<file path="config.mk">
export PLATFORM = sky130hd
export DESIGN_NAME = serial_negate_ctrl
export DESIGN_NICKNAME = d
export VERILOG_FILES = /design/src/rtl/serial_negate_ctrl.sv
export SDC_FILE = /design/constraint.sdc
export NUM_CORES = 1
export LEC_CHECK = 0
export BUFFER_PORTS_ARGS = -buffer_cell sky130_fd_sc_hd__buf_2
export CAP_MARGIN = 20
export CORE_MARGIN = 3
export CORE_UTILIZATION = 45
export DETAILED_ROUTE_END_ITERATION = 6
export PLACE_DENSITY = 0.76
export SLEW_MARGIN = 10
export SYNTH_ARGS = -nofsm -noshare
export SYNTH_HDL_FRONTEND = slang
export SYNTH_SLANG_ARGS = --single-unit
</file>
<file path="constraint.sdc">
create_clock -name clk -period 1.65 [get_ports clk]
set_clock_uncertainty 0.1 [all_clocks]
set_input_delay 0.165 -clock clk [delete_from_list [all_inputs] [get_ports clk]]
set_output_delay 0.165 -clock clk [all_outputs]
set_load 0.02 [all_outputs]
</file>
<file path="src/rtl/serial_negate_ctrl.sv">
// Parallel-to-serial negation sequencer around an external bit-serial
// two's complementer: latch, clear, stream LSB-first, reassemble, flag ovf.
module serial_negate_ctrl #(
    parameter int WIDTH = 8,
    parameter int CNT_W = 4
) (
    input  logic             clk,
    input  logic             reset,
    input  logic             start,
    input  logic             abort,
    input  logic [WIDTH-1:0] din,
    output logic             busy,
    output logic             done,
    output logic [WIDTH-1:0] dout,
    output logic             ovf,
    output logic             comp_inp,
    output logic             comp_reset,
    input  logic             comp_out
);

    typedef enum logic [2:0] {
        IDLE,
        CLEAR,
        SHIFT,
        DRAIN,
        DONE
    } state_t;

    localparam logic [WIDTH-1:0] TOP  = {1'b1, {(WIDTH-1){1'b0}}};
    localparam logic [CNT_W-1:0] LAST = CNT_W'(WIDTH - 1);

    state_t           state_q, state_d;
    logic [WIDTH-1:0] sh_q, sh_d;
    logic [WIDTH-1:0] res_q, res_d;
    logic [WIDTH-1:0] dout_q, dout_d;
    logic [CNT_W-1:0] cnt_q, cnt_d;
    logic             ovf_q, ovf_d;
    logic             ovfn_q, ovfn_d;
    logic             clr_c;

    always_ff @(posedge clk or negedge reset) begin
        if (!reset) begin
            state_q <= IDLE;
            sh_q    <= '0;
            res_q   <= '0;
            dout_q  <= '0;
            cnt_q   <= '0;
            ovf_q   <= 1'b0;
            ovfn_q  <= 1'b0;
        end else begin
            state_q <= state_d;
            sh_q    <= sh_d;
            res_q   <= res_d;
            dout_q  <= dout_d;
            cnt_q   <= cnt_d;
            ovf_q   <= ovf_d;
            ovfn_q  <= ovfn_d;
        end
    end

    always_comb begin
        state_d  = state_q;
        sh_d     = sh_q;
        res_d    = res_q;
        dout_d   = dout_q;
        cnt_d    = cnt_q;
        ovf_d    = ovf_q;
        ovfn_d   = ovfn_q;
        comp_inp = 1'b0;
        clr_c    = 1'b0;
        done     = 1'b0;
        unique case (state_q)
            IDLE: begin
                if (start) begin
                    sh_d    = din;
                    cnt_d   = '0;
                    ovfn_d  = (din == TOP);
                    state_d = CLEAR;
                end
            end
            CLEAR: begin
                clr_c   = 1'b1;
                state_d = abort ? IDLE : SHIFT;
            end
            SHIFT: begin
                comp_inp = sh_q[0];
                if (abort) begin
                    clr_c   = 1'b1;
                    state_d = IDLE;
                end else begin
                    sh_d  = sh_q >> 1;
                    cnt_d = cnt_q + 1'b1;
                    // complementer output lags by one cycle: skip first edge
                    if (cnt_q != '0)
                        res_d = {comp_out, res_q[WIDTH-1:1]};
                    if (cnt_q == LAST)
                        state_d = DRAIN;
                end
            end
            DRAIN: begin
                if (abort) begin
                    clr_c   = 1'b1;
                    state_d = IDLE;
                end else begin
                    res_d   = {comp_out, res_q[WIDTH-1:1]};
                    dout_d  = res_d;
                    ovf_d   = ovfn_q;
                    state_d = DONE;
                end
            end
            DONE: begin
                done    = 1'b1;
                state_d = IDLE;
            end
            default: state_d = IDLE;
        endcase
    end

    assign busy       = (state_q != IDLE);
    assign dout       = dout_q;
    assign ovf        = ovf_q;
    assign comp_reset = ~reset | clr_c;

endmodule

</file>
* Word-level counts from Yosys, hierarchy flattened *
Index checks and enable logic that the tools add are counted.

storage, ports and cells
  register bits after elaboration = 33
  latch bits = 0
  RAM bits = 0
  bits in read-only memories = 0
  input bits = 13
  logic and storage cells = 53
  memories kept = 0

cells by class
  $add $sub $neg = 1
  multipliers = 0
  divide/modulo/power cells = 0
  magnitude comparators = 0
  eq/ne operators = 11
  shifts and indexed selects = 0
  mux-type cells = 20
  bitwise logic cells = 3
  reductions and logical operators = 11

operator list
  operator                                       number
  two-way mux 8 bit                              5
  case mux 8 bit (2 select lines)                2
  two-way mux 3 bit                              4
  case mux 3 bit (4 select lines)                1
  == test 8 bit, second input constant           1
  two-way mux 4 bit                              2
  != test 2 bit, second input constant           4
  case mux 4 bit (2 select lines)                1
  == test 3 x 2 -> 1 bit, second input constant  2
  AND reduction 2 bit                            3
  adder 4 x 1 -> 4 bit, second input constant    1
  == test 4 x 3 -> 1 bit, second input constant  1
  AND reduction 4 bit                            1
  nonzero test 2 bit                             2
  nonzero test 4 bit                             1
  == test 3 x 1 -> 1 bit, second input constant  1
  == test 3 bit, second input constant           1
  logical NOT 3 bit                              1
  two-way mux 1 bit                              3
  != test 3 bit, second input constant           1
  AND reduction 3 bit                            1
  nonzero test 3 bit                             1
  two-way mux 2 bit                              1
  NOT 1 bit                                      2
  3 further kinds                                3

* Depth between registers and ports, before layout *
Gate-level depths: netlist of run 1.

  depth after elaboration = 4
  depth in mapped cells = 6

* Worst setup path before layout of run 1 *
No wires, ideal clock.

  path kind = register to register
  start point = register cnt_q[0]
  end point = register res_q[1]
  library setup time = 0.125 ns
  arrival time = 1.595 ns
  slack = -0.170 ns
  stages on the path, launching flop included = 7
  path buffers = 1
  clock period less this slack = 1.820 ns
  cell sequence = dfrtp_1 > inv_1 > ha_1 > or4b_1 > and3_1 > buf_6 > mux2_4

on the way
  longest elaborated chain between the ends = 3

RTL lines
  item                           RTL line  RTL
  from (decl)                    36        logic [CNT_W-1:0] cnt_q, cnt_d;
  from (signal assigned)         55        cnt_q <= cnt_d;
  nonzero test 4 bit             94        if (cnt_q != '0)
  != test 2 bit (no line)        n/a
  AND reduction 4 bit (no line)  n/a
  to (signal assigned)           53        res_q <= res_d;
  to (decl)                      34        logic [WIDTH-1:0] res_q, res_d;

Every way passes these cells.
A chain may end at the register's enable or synchronous reset.

* Worst setup path after layout of run 1 *
  start point = register cnt_q[0]
  end point = register res_q[3]

Same word-level chain as after synthesis.

==> results of run 1 <==
## worst max path at each step
| stage | from | end | slack, ns | cells past startpoint |
|---|---|---|---|---|
| 6_report | cnt_q[0]$_DFFE_PN0P_ | res_q[3]$_DFFE_PN0P_ | -0.15 | 5 |
| 5_1_grt | cnt_q[1]$_DFFE_PN0P_ | res_q[3]$_DFFE_PN0P_ | -0.17 | 5 |
| 4_1_cts | cnt_q[0]$_DFFE_PN0P_ | res_q[3]$_DFFE_PN0P_ | -0.12 | 5 |
| 3_5_place_dp | cnt_q[0]$_DFFE_PN0P_ | res_q[1]$_DFFE_PN0P_ | -0.24 | 5 |
| 3_3_place_gp | cnt_q[0]$_DFFE_PN0P_ | res_q[7]$_DFFE_PN0P_ | -0.21 | 5 |
| 2_1_floorplan | cnt_q[0]$_DFFE_PN0P_ | res_q[1]$_DFFE_PN0P_ | -0.14 | 6 |
## cell type report
class,count,area (um^2),area share
multi-input cells,69,696.9,0.3537
well taps,44,55.05,0.02794
clock inverters,1,5.005,0.002540
flip-flops and latches,32,802.0,0.4070
repair buffers,50,351.6,0.1784
clock buffers,6,41.29,0.02095
inverters,5,18.77,0.009524
## kinds of logic after synthesis
logic type      after synthesis  synth area share
compound gates               10           0.04557
xor+xnor                      1          0.005801
fa+ha+maj                     2           0.01657
buf+inv                      12           0.04557
flops                        32            0.5302
mux                          31            0.2477
simple gates                 25            0.1085
## registers in the layout, summed over array words and instances (netlist names)
signal and count:
ovfn_q 1, cnt_q 4, res_q 7, state_q 3
sh_q 8, dout 8, ovf 1
## synthesized netlist by cell type (3+ instances only)
cell type  count  area share
and3_1         3       0.012
buf_2          4       0.013
dfrtp_1       32        0.53
inv_1          5       0.012
mux2_2        23        0.17
mux2_4         7       0.070
nand4b_1       3       0.017
o21ai_0        4       0.013
## critical path, cell delays in order, from the launching register on
cell and delay (ns):
dfrtp_1 0.40, inv_2 0.09, ha_4 0.12, or4b_4 0.44, and3_4 0.23, mux2_4 0.31
## power breakdown
group	internal, mW	leakage (nW)	total (mW)	switching, mW
Combinational	0.914	0.494	1.57	0.652
Clock	0.157	0.0281	0.404	0.247
Sequential	1.05	0.417	1.22	0.166
Total	2.12	0.939	3.19	1.06
## per-layer routing
layer	GRT usage	wire length (um)
met2	0.2542	1555
met5	0	0
met1	0.2048	1249
met3	0.04745	178
met4	0.04852	29
## metrics by stage
step	setup TNS (ns)	utilization	hold WS, ns
final	-1.006	0.6300	0.02184
after global routing	-1.366	0.6300	0.03484
after CTS	-0.8428	0.6116	0.0003297
after detailed placement	-1.718	0.5604	0.1288
after global placement	-1.476	0.5604	0.1245
after floorplan	-1.221	-	-0.2306
## placed cells by master (no fill, tap or decap), drive strengths merged, types with 2 or more instances in the layout
| master | count |
|---|---|
| buf | 47 |
| dfrtp | 32 |
| mux2 | 30 |
| clkbuf | 6 |
| inv | 5 |
| o21ai | 4 |
| nand4b | 3 |
| dlygate4sd3 | 3 |
| and3 | 3 |
| nand2 | 2 |
| nand3 | 2 |
| o211ai | 2 |
| or4b | 2 |
| or3 | 2 |
| nor2 | 2 |
| nor4b | 2 |
| nand2b | 2 |
| ha | 2 |
## what timing repair did
action | CTS | global route
endpoints found under the setup margin | 12 | 20
gates cloned | 0 | 0
endpoints found under the hold margin | 35 | 0
hold buffers | 3 | 0
gates resized for setup | 15 | 8
pin swaps | 3 | 2
buffers inserted | 5 | 2
==> results.toml, run 1 <==
[global_routing]
grt_max_degree = 33
grt-ovfl-total = 0
grt_use_total = 0.1582
grt_pass1_wl_mm = 4.940
antenna_found_initial = 0
grt_pass1_vias = 1082

[hold_path]
hp-class = "primary input to register"
min-delay-start = "din[3]"
hold_depth = 4
hold_path_end = "ovfn_q$_DFFE_PN0P_"

[placement]
portBuffers = 25
pre_cts_slack_ns = -0.2423
gp_congestion = 0.7220
dpl.hpwl_mm = 2.042
placed_cell_area_um2 = 1753
dp_cells = 190

[drt]
post_drt_wl_per_cell_um = 14.56
drt_iter0_markers = 34
vias = 1081
dr.pass1.iters = 4
routed_wl_mm = 3.013
drtAntennaViolNets = 0
viasPerCell = 5.222
drc = 0

[synth]
synthDistinctLibCells = 30
syn_inst = 113
netlist_area_um2 = 1510
ys_warn_count = 0
ys_seq_elements = 32
synth_edf_count = 0
synth_flop_cell = "dfrtp_1"
syn_nets = 128
syn-mean-instance-area_um2 = 13.36
ys_seq_area_frac = 0.5302
synthArstFlopShare = 1.000

[timing]
finalCritPeriodShare = 1.091
setup_viol = 9
final.min_clock_period_ns = 1.801
rsz0062_at_grt = "true"
slew_violations = 0
final.setup.worst_slack_ns = -0.1508
worstMarginPinSlew_ns = 0.3966
hold_viol_final = 0
fmax_mhz = 555.3
max-slew-margin-rel = 0.7356

[floorplanning]
die_y_um = 63.93
die_width_um = 63.93
initial_utilization = 0.4828
num_rows = 20
io_pins = 26
core_um2 = 3128
dieArea_um2 = 4087

[pwr]
ir_worst_vdd_uv = 689.5
powerDensity_nw_per_um2 = 1619
power.leakage_nw = 0.9387
total_power_mw = 3.190

[critical_path]
r2r_slack_ns = -0.15
critPathMaxFanout = 7
reg2reg_from = "cnt_q[0]$_DFFE_PN0P_"
critPathRequiredTime_ns = 1.76
reg2reg_depth = 5
arrival_ns = 1.91
crit_path_start_kind = "register"
r2r-end = "res_q[3]$_DFFE_PN0P_"
criticalPathCategory = "register to register"
cp-end-kind = "register"

[clock_tree]
clkSinkCount = 32
insertion_delay_ns = 0.33
cts_tree = "done"
clock_path_buffers = 2
numCtsBuffers = 5
root_buffer = "clkbuf_4"
htreeDepth = 2
clkTransAtPathRegs_ns = 0.10

[finish]
fillerInstances = 253
diodes = 0
layout-drive-gt1-share = 0.5890
stdcell_area_um2 = 1971
final_cells = 207
area_growth_pct = 30.49
nets = 178

[flow_run]
drv_cap = 0

[status]
status = "finished with violations"
violations = "setup timing"
Note: power is estimated with default switching activity, not from simulation.
==> run 2, diff against run 1 <==
--- a/config.mk
+++ b/config.mk
@@ -5,12 +5,12 @@
 export SDC_FILE = /design/constraint.sdc
 export NUM_CORES = 1
 export LEC_CHECK = 0
-export BUFFER_PORTS_ARGS = -buffer_cell sky130_fd_sc_hd__buf_2
 export CAP_MARGIN = 20
 export CORE_MARGIN = 3
 export CORE_UTILIZATION = 45
 export DETAILED_ROUTE_END_ITERATION = 6
-export PLACE_DENSITY = 0.76
+export DONT_BUFFER_PORTS = 1
+export PLACE_DENSITY = 0.69
 export SLEW_MARGIN = 10
 export SYNTH_ARGS = -nofsm -noshare
 export SYNTH_HDL_FRONTEND = slang
==> results.toml, run 2 (synthesis results as in run 1) <==
[timing]
rsz0062_at_grt = "true"
final.min_clock_period_ns = 1.754
worstMarginPinSlew_ns = 0.3296
max-slew-margin-rel = 0.7803
finalCritPeriodShare = 1.063
tns_ns = -0.7489
hold_viol_final = 0
fmax_mhz = 570.0
final.setup.worst_slack_ns = -0.1044
slew_violations = 0
setup_viol = 8

[critical_path]
slowest_stage = "or4b_1"
reg2reg_from = "cnt_q[0]$_DFFE_PN0P_"
startpoint = "cnt_q[0]$_DFFE_PN0P_"
critPathRequiredTime_ns = 1.76
criticalPathCategory = "register to register"
slowest_delay_ns = 0.43
critPathMaxFanout = 7
crit_path_cell_trace = "inv_2 -> ha_1 -> or4b_1 -> and3_4 -> mux2_4"
arrival_ns = 1.86
r2r-end = "res_q[4]$_DFFE_PN0P_"
crit_path_start_kind = "register"
cp-end-kind = "register"
reg2reg_depth = 5
r2r_slack_ns = -0.10

[finish]
layout_common_cells = "dfrtp_1, mux2_2, buf_4"
fillerInstances = 248
diodes = 0
stdcell_area_um2 = 1981
fin_util = 0.6332
layout-drive-gt1-share = 0.4706
nets = 167
final_common_cell = "dfrtp_1"
area_growth_pct = 31.15

[global_routing]
antenna_found_initial = 0
grt-ovfl-total = 0
grt_use_total = 0.1620
grt_pass1_vias = 1088
grt_max_degree = 33
grt_pass1_wl_mm = 5.085

[clock_tree]
clock_path_buffers = 2
numCtsBuffers = 5
insertion_delay_ns = 0.33
htreeDepth = 2
cts_tree = "done"
root_buffer = "clkbuf_4"
clkTransAtPathRegs_ns = 0.09
clkSinkCount = 32

[flow_run]
drv_cap = 0

[hold_path]
hold_depth = 2
hold_path_end = "sh_q[3]$_DFFE_PN0P_"
hp-class = "primary input to register"
min-delay-start = "din[3]"

[drt]
routed_wl_mm = 3.081
viasPerCell = 5.335
post_drt_wl_per_cell_um = 15.64
drt_iter0_markers = 36
dr.pass1.iters = 4
drc = 0
vias = 1051
drtAntennaViolNets = 0

[placement]
gp_congestion = 0.8283
portBuffers = 0
dpl.hpwl_mm = 1.906
placed_cell_area_um2 = 1640

[floorplanning]
die_width_um = 63.93
die_y_um = 63.93
dieArea_um2 = 4087
core_um2 = 3128
initial_utilization = 0.4828
io_pins = 26
num_rows = 20

[status]
status = "finished with violations"
violations = "setup timing"

[pwr]
ir_worst_vdd_uv = 831.4
powerDensity_nw_per_um2 = 1580
power.leakage_nw = 0.8932
## run 2: changes by cell type in the layout (fill, tap and decap cells not counted), sizes merged
cell,previous run,this run
clkbuf,6,8
clkinv,1,0
buf,47,25
dlygate4sd3,3,14
## run 2: layout make-up
cell class / instances / area [um^2] / share of cell area
well taps: 44 / 55.05 / 0.02780
inverters: 5 / 18.77 / 0.009476
flip-flops and latches: 32 / 802.0 / 0.4049
clock buffers: 8 / 58.81 / 0.02969
repair buffers: 39 / 367.9 / 0.1857
multi-input cells: 69 / 678.2 / 0.3424
## run 2: worst max-delay path by stage
stage | to | slack, ns
after floorplan | res_q[1]$_DFFE_PN0P_ | -0.14
final | res_q[4]$_DFFE_PN0P_ | -0.10
after global routing | res_q[4]$_DFFE_PN0P_ | -0.14
after detailed placement | res_q[7]$_DFFE_PN0P_ | -0.23
after CTS | res_q[4]$_DFFE_PN0P_ | -0.1
after global placement | res_q[5]$_DFFE_PN0P_ | -0.19
## run 2: worst max-delay path, delay by kind of cell (launching register included)
family                   cells  cell delay (ns)
AND/OR/NAND/NOR              2             0.64
buffers and inverters        1             0.07
flip-flops                   1             0.40
adder cells (fa/ha/maj)      1             0.13
multiplexers                 1             0.30
## run 2: per-stage QoR
step                worst slack, ns  cells  hold slack [ns]  power (mW)
floorplan                   -0.1424    113          -0.2306       2.081
global placement            -0.1870    165          -0.2295       2.313
detailed placement          -0.2316    165          -0.2296       2.359
CTS                        -0.09698    191        0.0002735       3.044
global route                -0.1432    197         0.006099       3.333
finish                      -0.1044    197          0.01824       3.129
## run 2: repair_timing
action,in CTS,in global routing
hold buffers,13,2
resized for setup,14,3
setup buffers,5,4
pin swaps,3,2
hold endpoints to repair,41,2
endpoints found under the setup margin,12,14
## run 2: layer usage
metal / track usage / up-vias / wire (um) / share of wire
met5: 0 / - / 0 / 0
li1: - / 486 / - / -
met2: 0.2555 / 34 / 1546 / 0.50
met4: 0.08625 / 0 / 85 / 0.028
met3: 0.04921 / 10 / 195 / 0.063
met1: 0.1980 / 521 / 1253 / 0.41
## run 2: power breakdown
group / switching, mW / total (mW) / leakage (nW) / internal, mW
Combinational: 0.517 / 1.35 / 0.444 / 0.832
Sequential: 0.268 / 1.32 / 0.417 / 1.05
Clock: 0.247 / 0.457 / 0.0326 / 0.210
==> run 3, diff against run 2 <==
--- a/config.mk
+++ b/config.mk
@@ -5,6 +5,7 @@
 export SDC_FILE = /design/constraint.sdc
 export NUM_CORES = 1
 export LEC_CHECK = 0
+export ABC_AREA = 1
 export CAP_MARGIN = 20
 export CORE_MARGIN = 3
 export CORE_UTILIZATION = 45
@@ -15,3 +16,4 @@
 export SYNTH_ARGS = -nofsm -noshare
 export SYNTH_HDL_FRONTEND = slang
 export SYNTH_SLANG_ARGS = --single-unit
+export TNS_END_PERCENT = 100
==> results.toml, run 3 <==
[status]
status = "finished clean"

[synth]
syn-mean-instance-area_um2 = 7.894
synth_simple_gate_area_frac = 0.3104
synth-compound-area-share = 0.05809
synth_top_family_by_area = "simple AND/OR/NAND/NOR gates"
synth_top_area_frac = 0.5311
synthDistinctLibCells = 21
synthArstFlopShare = 1.000
synth_flop_cell = "dfrtp_1"
synthXorXnorAreaFrac = 0.005809
ys_seq_elements = 32
ys_warn_count = 0
synth_commonest_cells = "nand2_1, dfrtp_1, inv_1, nand3_1, nor2_1"
ys_seq_area_frac = 0.5311
syn_nets = 206
synthAdderAreaFrac = 0.01660
netlist_area_um2 = 1508
synth_area_leader_cell = "dfrtp_1"
syn_inst = 191
yosysMostFrequentCell = "nand2_1"
synth_edf_count = 0
synth_area_leaders = "dfrtp_1, nand2_1, nand3_1, inv_1, nor2_1"
synthMuxAreaShare = 0

[drt]
drtAntennaViolNets = 0
drc = 0
post_drt_wl_per_cell_um = 13.20
viasPerCell = 5.012
dr.pass1.iters = 4
drt_iter0_markers = 136
routed_wl_mm = 3.392
vias = 1288

[global_routing]
grt_max_degree = 33
grt_pass1_wl_mm = 5.775
grt-ovfl-total = 0
grt_use_total = 0.1864
grt_pass1_vias = 1223
antenna_found_initial = 0

[floorplanning]
die_y_um = 63.88
die_width_um = 63.88
num_rows = 20
core_um2 = 3128
dieArea_um2 = 4081
initial_utilization = 0.4820
io_pins = 26

[finish]
area_growth_pct = 20.50
fillerInstances = 299
diodes = 0
fin_util = 0.5808
layout-drive-gt1-share = 0.1127
nets = 227
final_common_cell = "nand2_1"
final_cells = 257
layout_common_cells = "nand2_1, dfrtp_1, inv_1"

[critical_path]
reg2reg_depth = 6
critPathMaxFanout = 6
criticalPathCategory = "register to primary output"
critPathRequiredTime_ns = 1.38
arrival_ns = 1.34
cp-end-kind = "primary output"
crit_path_start_kind = "register"

[placement]
gp_congestion = 0.7994
dp_cells = 234
portBuffers = 0
dpl.hpwl_mm = 2.265

[timing]
worstMarginPinSlew_ns = 0.5022
slew_violations = 0
rsz0062_at_grt = "true"
max-slew-margin-rel = 0.6637
final.min_clock_period_ns = 1.604
fmax_mhz = 623.4
hold_viol_final = 0
whs_ns = 0.02822
setup_viol = 0
tns_ns = 0
finalCritPeriodShare = 0.9722

[clock_tree]
insertion_delay_ns = 0.33
cts_tree = "done"
clkTransAtPathRegs_ns = 0.11
root_buffer = "clkbuf_4"
clkSinkCount = 32
numCtsBuffers = 5
htreeDepth = 2
clock_path_buffers = 2

[hold_path]
hp-class = "primary input to register"
hold_depth = 4

[pwr]
ir_worst_vdd_uv = 853.0
total_power_mw = 2.676
power.leakage_nw = 0.9652
powerDensity_nw_per_um2 = 1473

[flow_run]
drv_cap = 0
==> run 3: cell count changes after synthesis, moves of 3 or more <==
cell and change:
o21ai_1 +7, o21ai_0 +4, nand3_1 +15, and3_1 -3, nor2_1 +9, mux2_4 -7, nand4b_1 -3, inv_2 +3
nand2_1 +73, mux2_2 -23, inv_1 +14
==> run 3: where the power goes <==
group	internal (mW)	switching (mW)
registers	0.998	0.216
clock network	0.318	0.273
logic	0.331	0.540
total	1.65	1.03
==> run 3: kinds of logic after synthesis <==
kind of cell,count (synthesis)
adders and majority gates,2
xor gates and xnor gates,1
buffers and inverters,28
and+or+nand+nor,111
AOI/OAI and AO/OA,17
DFF,32
==> run 3: worst max-delay path, stage by stage (launching register included) <==
cell and delay (ns):
dfrtp_1 0.39, inv_2 0.11, nand2_2 0.06, o211ai_1 0.44
==> run 3: final timing paths <==
path	startpoint	to	slack (ns)
worst max-delay path	state_q[2]$_DFFE_PN0P_	comp_reset	0.05
worst min-delay path	din[7]	ovfn_q$_DFFE_PN0P_	0.03
worst max register to register	cnt_q[0]$_DFFE_PN0P_	res_q[7]$_DFFE_PN0P_	0.18
worst min register to register	ovfn_q$_DFFE_PN0P_	ovfn_q$_DFFE_PN0P_	0.40
max in group asynchronous	reset	sh_q[4]$_DFFE_PN0P_	1.11
min in group asynchronous	reset	state_q[1]$_DFFE_PN0P_	0.15
==> run 3: through the flow <==
| step | worst slack (ns) | area, um^2 |
|---|---|---|
| detailed placement | 0.1409 | 1565 |
| finish | 0.04589 | 1817 |
| CTS | 0.001482 | 1784 |
| global route | -0.05114 | 1817 |
| global placement | 0.2008 | 1565 |
| floorplan | 0.3318 | 1508 |
==> run 3: final cells by class <==
class | count | area [um^2] | share of cell area
Tap cell | 44 | 55.05 | 0.03030
Clock buffer | 6 | 41.29 | 0.02273
Timing Repair Buffer | 20 | 192.7 | 0.1061
Inverter | 22 | 82.58 | 0.04545
Sequential cell | 32 | 800.8 | 0.4408
Multi-Input combinational cell | 131 | 609.3 | 0.3354
Clock inverter | 2 | 35.03 | 0.01928
==> run 3: routing by layer <==
layer,global-route usage,vias up,share of wire
met2,0.2839,35,0.49
li1,-,641,-
met5,0,-,0
met4,0.05391,0,0.0044
met3,0.06503,2,0.053
met1,0.2503,610,0.45
==> run 3: what timing repair did <==
item                                   4_1_cts  5_1_grt
gates resized for setup                      1        4
buffers inserted                             0        2
hold buffers                                13        0
pin swaps                                    0        2
endpoints found under the hold margin       44        0
setup endpoints to repair                    1       15
